[config.mk]
export PLATFORM = sky130hd
export DESIGN_NAME = am_demodulator
export DESIGN_NICKNAME = d
export VERILOG_FILES = /design/src/rtl/am_demodulator.sv
export SDC_FILE = /design/constraint.sdc
export NUM_CORES = 1
export LEC_CHECK = 0
export ABC_AREA = 1
export CAP_MARGIN = 25
export CORE_MARGIN = 2
export CORE_UTILIZATION = 35
export DETAILED_ROUTE_END_ITERATION = 10
export PLACE_DENSITY = 0.5
export SLEW_MARGIN = 10
export SYNTH_ARGS = -nofsm -noshare
export SYNTH_HDL_FRONTEND = slang
export SYNTH_SLANG_ARGS = --single-unit
export TNS_END_PERCENT = 20
[constraint.sdc]
create_clock -name clk -period 6.8 [get_ports clk]
set_input_delay 1.02 -clock clk [delete_from_list [all_inputs] [get_ports clk]]
set_output_delay 1.02 -clock clk [all_outputs]
set_load 0.01 [all_outputs]
[src/rtl/am_demodulator.sv]
// Coherent AM demodulator: carrier mix, N-tap boxcar low-pass, x2 rescale,
// DC-offset removal and saturation to Q1.FW, with a post-reset fill indicator.
module am_demodulator #(
  parameter int DW    = 12,
  parameter int LOG2N = 4
) (
  input  logic                 clk,
  input  logic                 rst,
  input  logic                 en,
  input  logic signed [DW-1:0] carr,
  input  logic signed [DW:0]   modin,
  input  logic signed [DW-1:0] shift,
  output logic signed [DW-1:0] dout,
  output logic                 dout_valid
);

  localparam int N  = 1 << LOG2N;
  localparam int AW = DW + 1 + LOG2N;
  localparam int XW = DW + LOG2N + 2;
  localparam int CW = LOG2N + 2;

  localparam logic signed [XW-1:0] SAT_HI   = XW'((1 << (DW-1)) - 1);
  localparam logic signed [XW-1:0] SAT_LO   = ~SAT_HI;
  localparam logic [CW-1:0]        FILL_MAX = CW'(N + 3);
  localparam logic [CW-1:0]        FILL_VLD = CW'(N + 2);

  logic signed [2*DW:0]  prod_q;
  logic signed [DW:0]    mix_q;
  logic signed [DW:0]    win_q [N];
  logic [LOG2N-1:0]      wr_ptr_q;
  logic signed [AW-1:0]  acc_q, acc_d;
  logic signed [XW-1:0]  diff_d;
  logic signed [DW-1:0]  dout_q, dout_d;
  logic [CW-1:0]         fill_q, fill_d;
  logic                  valid_q, valid_d;
  logic signed [DW:0]    oldest;

  // Only the Q2.FW window of the product is kept; the rest is deliberately dropped.
  logic unused_prod_bits;
  assign unused_prod_bits = ^{prod_q[2*DW], prod_q[DW-2:0]};

  assign oldest = win_q[wr_ptr_q];

  always_comb begin
    acc_d = acc_q + {{LOG2N{mix_q[DW]}}, mix_q} - {{LOG2N{oldest[DW]}}, oldest};

    // acc/2^(LOG2N-1) is twice the window mean.
    diff_d = XW'(acc_q >>> (LOG2N-1)) - XW'(shift);
    if (diff_d > SAT_HI)
      dout_d = SAT_HI[DW-1:0];
    else if (diff_d < SAT_LO)
      dout_d = SAT_LO[DW-1:0];
    else
      dout_d = diff_d[DW-1:0];

    fill_d  = (fill_q == FILL_MAX) ? fill_q : fill_q + CW'(1);
    valid_d = valid_q | (fill_q >= FILL_VLD);
  end

  always_ff @(posedge clk) begin
    if (rst) begin
      prod_q   <= '0;
      mix_q    <= '0;
      for (int i = 0; i < N; i++) win_q[i] <= '0;
      wr_ptr_q <= '0;
      acc_q    <= '0;
      dout_q   <= '0;
      fill_q   <= '0;
      valid_q  <= 1'b0;
    end else if (en) begin
      prod_q          <= modin * carr;
      mix_q           <= prod_q[2*DW-1:DW-1];
      win_q[wr_ptr_q] <= mix_q;
      wr_ptr_q        <= wr_ptr_q + LOG2N'(1);
      acc_q           <= acc_d;
      dout_q          <= dout_d;
      fill_q          <= fill_d;
      valid_q         <= valid_d;
    end
  end

  assign dout       = dout_q;
  assign dout_valid = valid_q;

endmodule

==> out/metrics.cfg, run 1 <==
[final_layout]
final_cell_mix=448 x inv_1, 345 x nand2_1, 287 x nor2_1
seqCellArea_mm2=0.00765
fill_cells=5786
final_util=0.393
area_growth_pct=11.3
multi_input_area_mm2=0.00998
diodes=0
final_cells=3052
final_common_cell=inv_1
drive_gt1_frac=0.0462
design_area_mm2=0.0220
finish.net_count=2557

[worst_setup_path]
crit_top_cell=inv_1
end_kind=register
cp_max_fo=12
arrival_ns=6.31
worstSetupStartpointType=input pin
reg2reg_slack_ns=2.25
worstPathRequired_ns=7.31
cp_cell_sequence=clkdlybuf4s50_1, nand2_1, fa_1, inv_1, ha_1, inv_1, fa_1, inv_1, fa_1, fa_1, ha_1, nand2_1, nor2_1, inv_1, nor2_1, nand4_1, a31o_2, nand3_1, o211ai_1, inv_1
critPathLaunch=carr[0]
cpMaxStageDelayCell=clkdlybuf4s50_1
slowest_delay_ns=0.76
reg2reg_depth=21
r2r-end=acc_q[16]
endpoint=prod_q[22]
crit_type=input pin to register

[cts]
clockBufferDepth=3
postCtsSetupBuffers=0
cts_max_level=1
clk_latency_ns=0.58
post_cts_resized=0
cts_buffers=30
path_clk_slew_ns=0.06
cts_tree=built
clock-sinks=278
cts_hold_buf=0
clk_root_buffer_cell=clkbuf_16

[placement]
io_buffers=52
dp_hpwl_mm=37.6
place_area_mm2=0.0211
dp.cells=2996
place_congestion=0.887

[pwr]
peakVddDrop_v=0.000179
p_leak_nw=9.86
total_power_w=0.00860
power_frac_seq=0.241
power_density_mw_per_mm2=390
clockPowerShare=0.192
intPower_w=0.00474
p_switching_w=0.00387
comb_power_share=0.567
swShare=0.449

[drt]
top_layer_used=met4
wl_per_cell_um=17.1
wl_met2_mm=24.9
dr.first_iter.drc_count=970
routed_wl_mm=52.2
wl_met1_mm=24.2
vias_per_cell=4.75
ant_nets=0
firstDrtPassIters=5
route.met3.wl_mm=1.79
drc=0
via_count=14500

[synthesis]
synth_ff_type=edfxtp_1
synthesis.area_per_instance_um2=8.73
synthCells=2268
yosys.area.top_type_share=0.315
synth_fp_nets=2553
ys_ff_latch=278
yosysSeqAreaShare=0.386
synth.largest_area_cell=edfxtp_1
ys_top_cells_by_area=edfxtp_1 32%, fa_1 16%, inv_1 8.5%, dfxtp_1 7.1%, nand2_1 6.5%
synth_edf_count=208
ys_warn_count=0
synth_cell_types=40
syn_area_mm2=0.0198
async_flop_share=0

[global_route]
grt_overflow_total=0
grt_usage=0.178
grt_pass1_vias=14800
grt_first_pass_wirelength_mm=82.8
grt_max_degree=71
grt_antenna_before_repair=0

[floorplanning]
ios=53
die_area_mm2=0.0585
die_x_um=242
core_mm2=0.0562
die_h_um=242
initial_utilization=0.353
rows=87

[hold_path]
hold_class=register to register
min_from=acc_q[0]

[timing]
finalCriticalPeriod_ns=5.79
drv_slew=0
hold_viol_final=0
rsz0062_at_grt=no
setup_tns_ns=0
setup_viol=0
fin_skew_ns=0.0156
slew_headroom=0.370
max_freq_ghz=0.173
worst_pin_slew_ns=0.939
fin_crit_sh=0.852

[run]
maxCapViolations=0

[outcome]
outcome=completed

metrics by stage:
| stage | worst slack, ns | hold slack [ns] |
|---|---|---|
| global route | 0.596 | 0.494 |
| CTS | 1.02 | 0.468 |
| floorplan | 1.24 | 0.440 |
| global placement | 0.454 | 0.449 |
| detailed placement | 0.419 | 0.461 |
| finish | 1.01 | 0.464 |
critical path: cells and delay by family:
kind | cells | cell delay [ns]
adders and majority gates | 6 | 2.93
buffers and inverters | 6 | 1.17
and+or+nand+nor | 6 | 0.81
AOI/OAI and AO/OA | 2 | 0.37
power groups by stage:
stage | Combinational, W | Clock, W | Sequential, W
floorplan | 0.00369 | 0 | 0.00207
global placement | 0.00492 | 0 | 0.00211
detailed placement | 0.00490 | 0 | 0.00211
CTS | 0.00493 | 0.00169 | 0.00208
global route | 0.00565 | 0.00174 | 0.00210
finish | 0.00488 | 0.00165 | 0.00208
sequential cells by signal, summed over array words and instances (netlist names), named ones only:
name,count
dout,12
prod_q,13
dout_valid,1
wr_ptr_q,4
acc_q,17
win_q,208
fill_q,6
mix_q,13
area by class of cell:
cell class | instances | share of cell area
Multi-Input combinational cell | 1415 | 0.453
Tap cell | 756 | 0.0429
Clock buffer | 43 | 0.0376
Clock inverter | 13 | 0.00709
Timing Repair Buffer | 82 | 0.0336
Sequential cell | 278 | 0.347
Inverter | 465 | 0.0792
cells in the mapped netlist (all sizes together), types with 8 or more instances:
master    n
o21ai   138
ha       86
nand3    62
fa      159
xor2     18
dfxtp    70
clkinv   14
inv     451
nand2   348
buf      23
or2       8
mux2i    52
o211ai   57
nor3      8
edfxtp  208
a21oi   152
nor2    290
xnor2    11
clkbuf   87
cell families after synthesis:
| logic type | count (synthesis) | share of synthesized area |
|---|---|---|
| adders and majority gates | 245 | 0.215 |
| DFF | 278 | 0.386 |
| xor gates and xnor gates | 29 | 0.0128 |
| AOI/OAI and AO/OA | 360 | 0.102 |
| and+or+nand+nor | 729 | 0.147 |
| buffers and inverters | 575 | 0.110 |
| muxes | 52 | 0.0263 |
worst min path at each step:
stage          cells past startpoint       end  slack, ns
2_1_floorplan                      2  acc_q[0]       0.44
3_3_place_gp                       2  acc_q[0]       0.45
3_5_place_dp                       2  acc_q[0]       0.46
4_1_cts                            2  acc_q[0]       0.47
5_1_grt                            2   dout[0]       0.49
6_report                           2  acc_q[0]       0.46
metal layers:
metal  vias up  GRT usage
met5         -          0
met4         0     0.0481
met3        54     0.0145
met2       258      0.306
met1      7034      0.243
li1       7162          -
Power figures use the tool's default switching activity.
==> run 2, diff against run 1 <==
--- a/config.mk
+++ b/config.mk
@@ -11,6 +11,7 @@
 export CORE_UTILIZATION = 35
 export DETAILED_ROUTE_END_ITERATION = 10
 export PLACE_DENSITY = 0.5
+export RECOVER_POWER = 25
 export SLEW_MARGIN = 10
 export SYNTH_ARGS = -nofsm -noshare
 export SYNTH_HDL_FRONTEND = slang
==> run 2 against run 1 <==
Net effect: clock skew is 0.00090 ns higher; wire length is 0.13% higher; the flow now finishes with violations (capacitance limit, slew limit); clock power about the same; setup slack worse by 0.062 ns; first-iteration DRC count decreased by 2.1%; sequential cell count stayed put; combinational power about the same; non-clock buffer count unchanged; via count increased by 0.44%; cell count unchanged; largest cell class unchanged; sequential share of layout area is essentially flat; core utilization about the same; highest routed layer unchanged.
==> out/metrics.cfg, run 2 (synthesis gave the netlist of run 1 again) <==
[global_route]
grt_overflow_total=0  ; unchanged
grt_pass1_vias=14800  ; unchanged
grt_max_degree=71  ; unchanged
grt_antenna_before_repair=0  ; unchanged
grt_first_pass_wirelength_mm=82.8  ; unchanged
grt_usage=0.178  ; unchanged

[pwr]
power_frac_seq=0.242  ; about the same
peakVddDrop_v=0.000179  ; +0.31%
p_leak_nw=9.88  ; +0.14%
total_power_w=0.00859  ; about the same
comb_power_share=0.566  ; about the same
intPower_w=0.00473  ; -0.16%
p_switching_w=0.00386  ; about the same
power_density_mw_per_mm2=390  ; about the same
swShare=0.450  ; about the same
clockPowerShare=0.192  ; about the same

[drt]
routed_wl_mm=52.2  ; +0.13%
dr.first_iter.drc_count=950  ; -2.1%
drc=0  ; unchanged
ant_nets=0  ; unchanged
vias_per_cell=4.77  ; +0.44%
wl_per_cell_um=17.1  ; +0.13%
firstDrtPassIters=5  ; unchanged
via_count=14600  ; +0.44%

[cts]
cts_buffers=30  ; unchanged
postCtsSetupBuffers=0  ; unchanged
clk_root_buffer_cell=clkbuf_16
clockBufferDepth=3  ; unchanged
clk_latency_ns=0.57  ; about the same
cts_max_level=1  ; unchanged
post_cts_resized=0  ; unchanged
clock-sinks=278  ; unchanged
path_clk_slew_ns=0.06  ; about the same
cts_tree=built
cts_hold_buf=0  ; unchanged

[timing]
fin_crit_sh=0.861  ; +0.00905
setup_tns_ns=0  ; unchanged
finalCriticalPeriod_ns=5.86  ; +0.0615 ns
max_freq_ghz=0.171  ; -1.1%
rsz0062_at_grt=no
setup_viol=0  ; unchanged
worst_hold_slack_ns=0.466  ; +0.00140 ns
drv_slew=112  ; +112
worst_pin_slew_ns=2.77  ; +1.83 ns
slew_headroom=-0.846  ; -1.22
fin_skew_ns=0.0165  ; +0.000901 ns
finalWorstSetupSlack_ns=0.944  ; -0.0615 ns
hold_viol_final=0  ; unchanged

[worst_setup_path]
end_kind=register
r2r-end=acc_q[16]
reg2reg_depth=21  ; unchanged
crit_type=input pin to register
worstPathRequired_ns=7.27  ; -0.04 ns
worstSetupStartpointType=input pin
cp_max_fo=12  ; unchanged
arrival_ns=6.32  ; about the same
reg2reg_slack_ns=2.20  ; -0.05 ns

[hold_path]
min_path_cells=2  ; unchanged
min_from=acc_q[0]
hold_class=register to register
holdPathEnd=acc_q[0]

[final_layout]
seqCellArea_mm2=0.00765  ; unchanged
top_register=win_q
area_growth_pct=11.3  ; about the same
multi_input_area_mm2=0.00998  ; unchanged
drive_gt1_frac=0.0449  ; -0.00131
largest_register_ffs=208  ; unchanged
final_cell_mix=448 x inv_1, 345 x nand2_1, 287 x nor2_1
finish.net_count=2557  ; unchanged
fill_cells=5785  ; -0.017%
final_common_cell=inv_1
design_area_mm2=0.0220  ; about the same
diodes=0  ; unchanged
reg_top3=win_q x208, acc_q x17

[floorplanning]
die_x_um=242  ; unchanged
core_mm2=0.0562  ; unchanged
ios=53  ; unchanged
die_area_mm2=0.0585  ; unchanged
die_h_um=242  ; unchanged
rows=87  ; unchanged
initial_utilization=0.353  ; unchanged

[placement]
post-place-ws_ns=0.419  ; unchanged
dp_hpwl_mm=37.6  ; unchanged
place_area_mm2=0.0211  ; unchanged
place_congestion=0.887  ; unchanged
io_buffers=52  ; unchanged

[outcome]
outcome=complete, but fails checks
failed_checks=capacitance limit, slew limit

[run]
maxCapViolations=2  ; +2

-- run 2: critical path, stage by stage --
cell and delay, ns:
clkdlybuf4s50_1 0.74, nand2_1 0.15, fa_1 0.63, inv_1 0.11, fa_1 0.54, inv_1 0.06
fa_1 0.52, inv_1 0.05, fa_1 0.52, inv_1 0.05, fa_1 0.52, inv_1 0.04
ha_1 0.36, a21oi_1 0.26, o21ai_0 0.12, a21oi_1 0.12, nand3_1 0.12, nand3_1 0.10
nand3_1 0.07, nand2_1 0.14, inv_1 0.04
-- run 2: how the worst max path moves through the flow --
stage                     startpoint         end  slack (ns)  cells after the start
after floorplan              carr[8]  prod_q[22]        1.24                     20
after global placement     modin[12]  prod_q[23]        0.45                     22
after detailed placement     carr[0]  prod_q[22]        0.42                     20
after CTS                    carr[0]  prod_q[22]        1.02                     20
after global routing       modin[12]  prod_q[23]        0.51                     21
final                      modin[12]  prod_q[23]        0.94                     21
-- run 2: final cells by class --
class                      count  area share
clock inverter                13     0.00710
multi-input combinational   1415       0.453
clock buffer                  43      0.0376
timing repair buffer          82      0.0333
tap                          756      0.0429
sequential                   278       0.347
inverter                     465      0.0792
-- run 2: routing by layer --
layer	vias to the layer above	global-route usage	share of wire
met2	287	0.306	0.48
met5	-	0	0
li1	7149	-	-
met3	61	0.0145	0.036
met1	7075	0.243	0.46
met4	0	0.0481	0.025
-- run 2: through the flow --
step | cells | util
5_1_grt | 3052 | 0.392
3_3_place_gp | 2996 | 0.375
2_1_floorplan | 2268 | -
4_1_cts | 3052 | 0.393
6_report | 3052 | 0.392
3_5_place_dp | 2996 | 0.375
-- run 2: power groups by stage --
stage	clock network [W]	registers [W]	logic, W
floorplan	0	0.00207	0.00369
global placement	0	0.00211	0.00492
detailed placement	0	0.00211	0.00490
CTS	0.00169	0.00208	0.00493
global route	0.00174	0.00210	0.00565
finish	0.00165	0.00208	0.00487
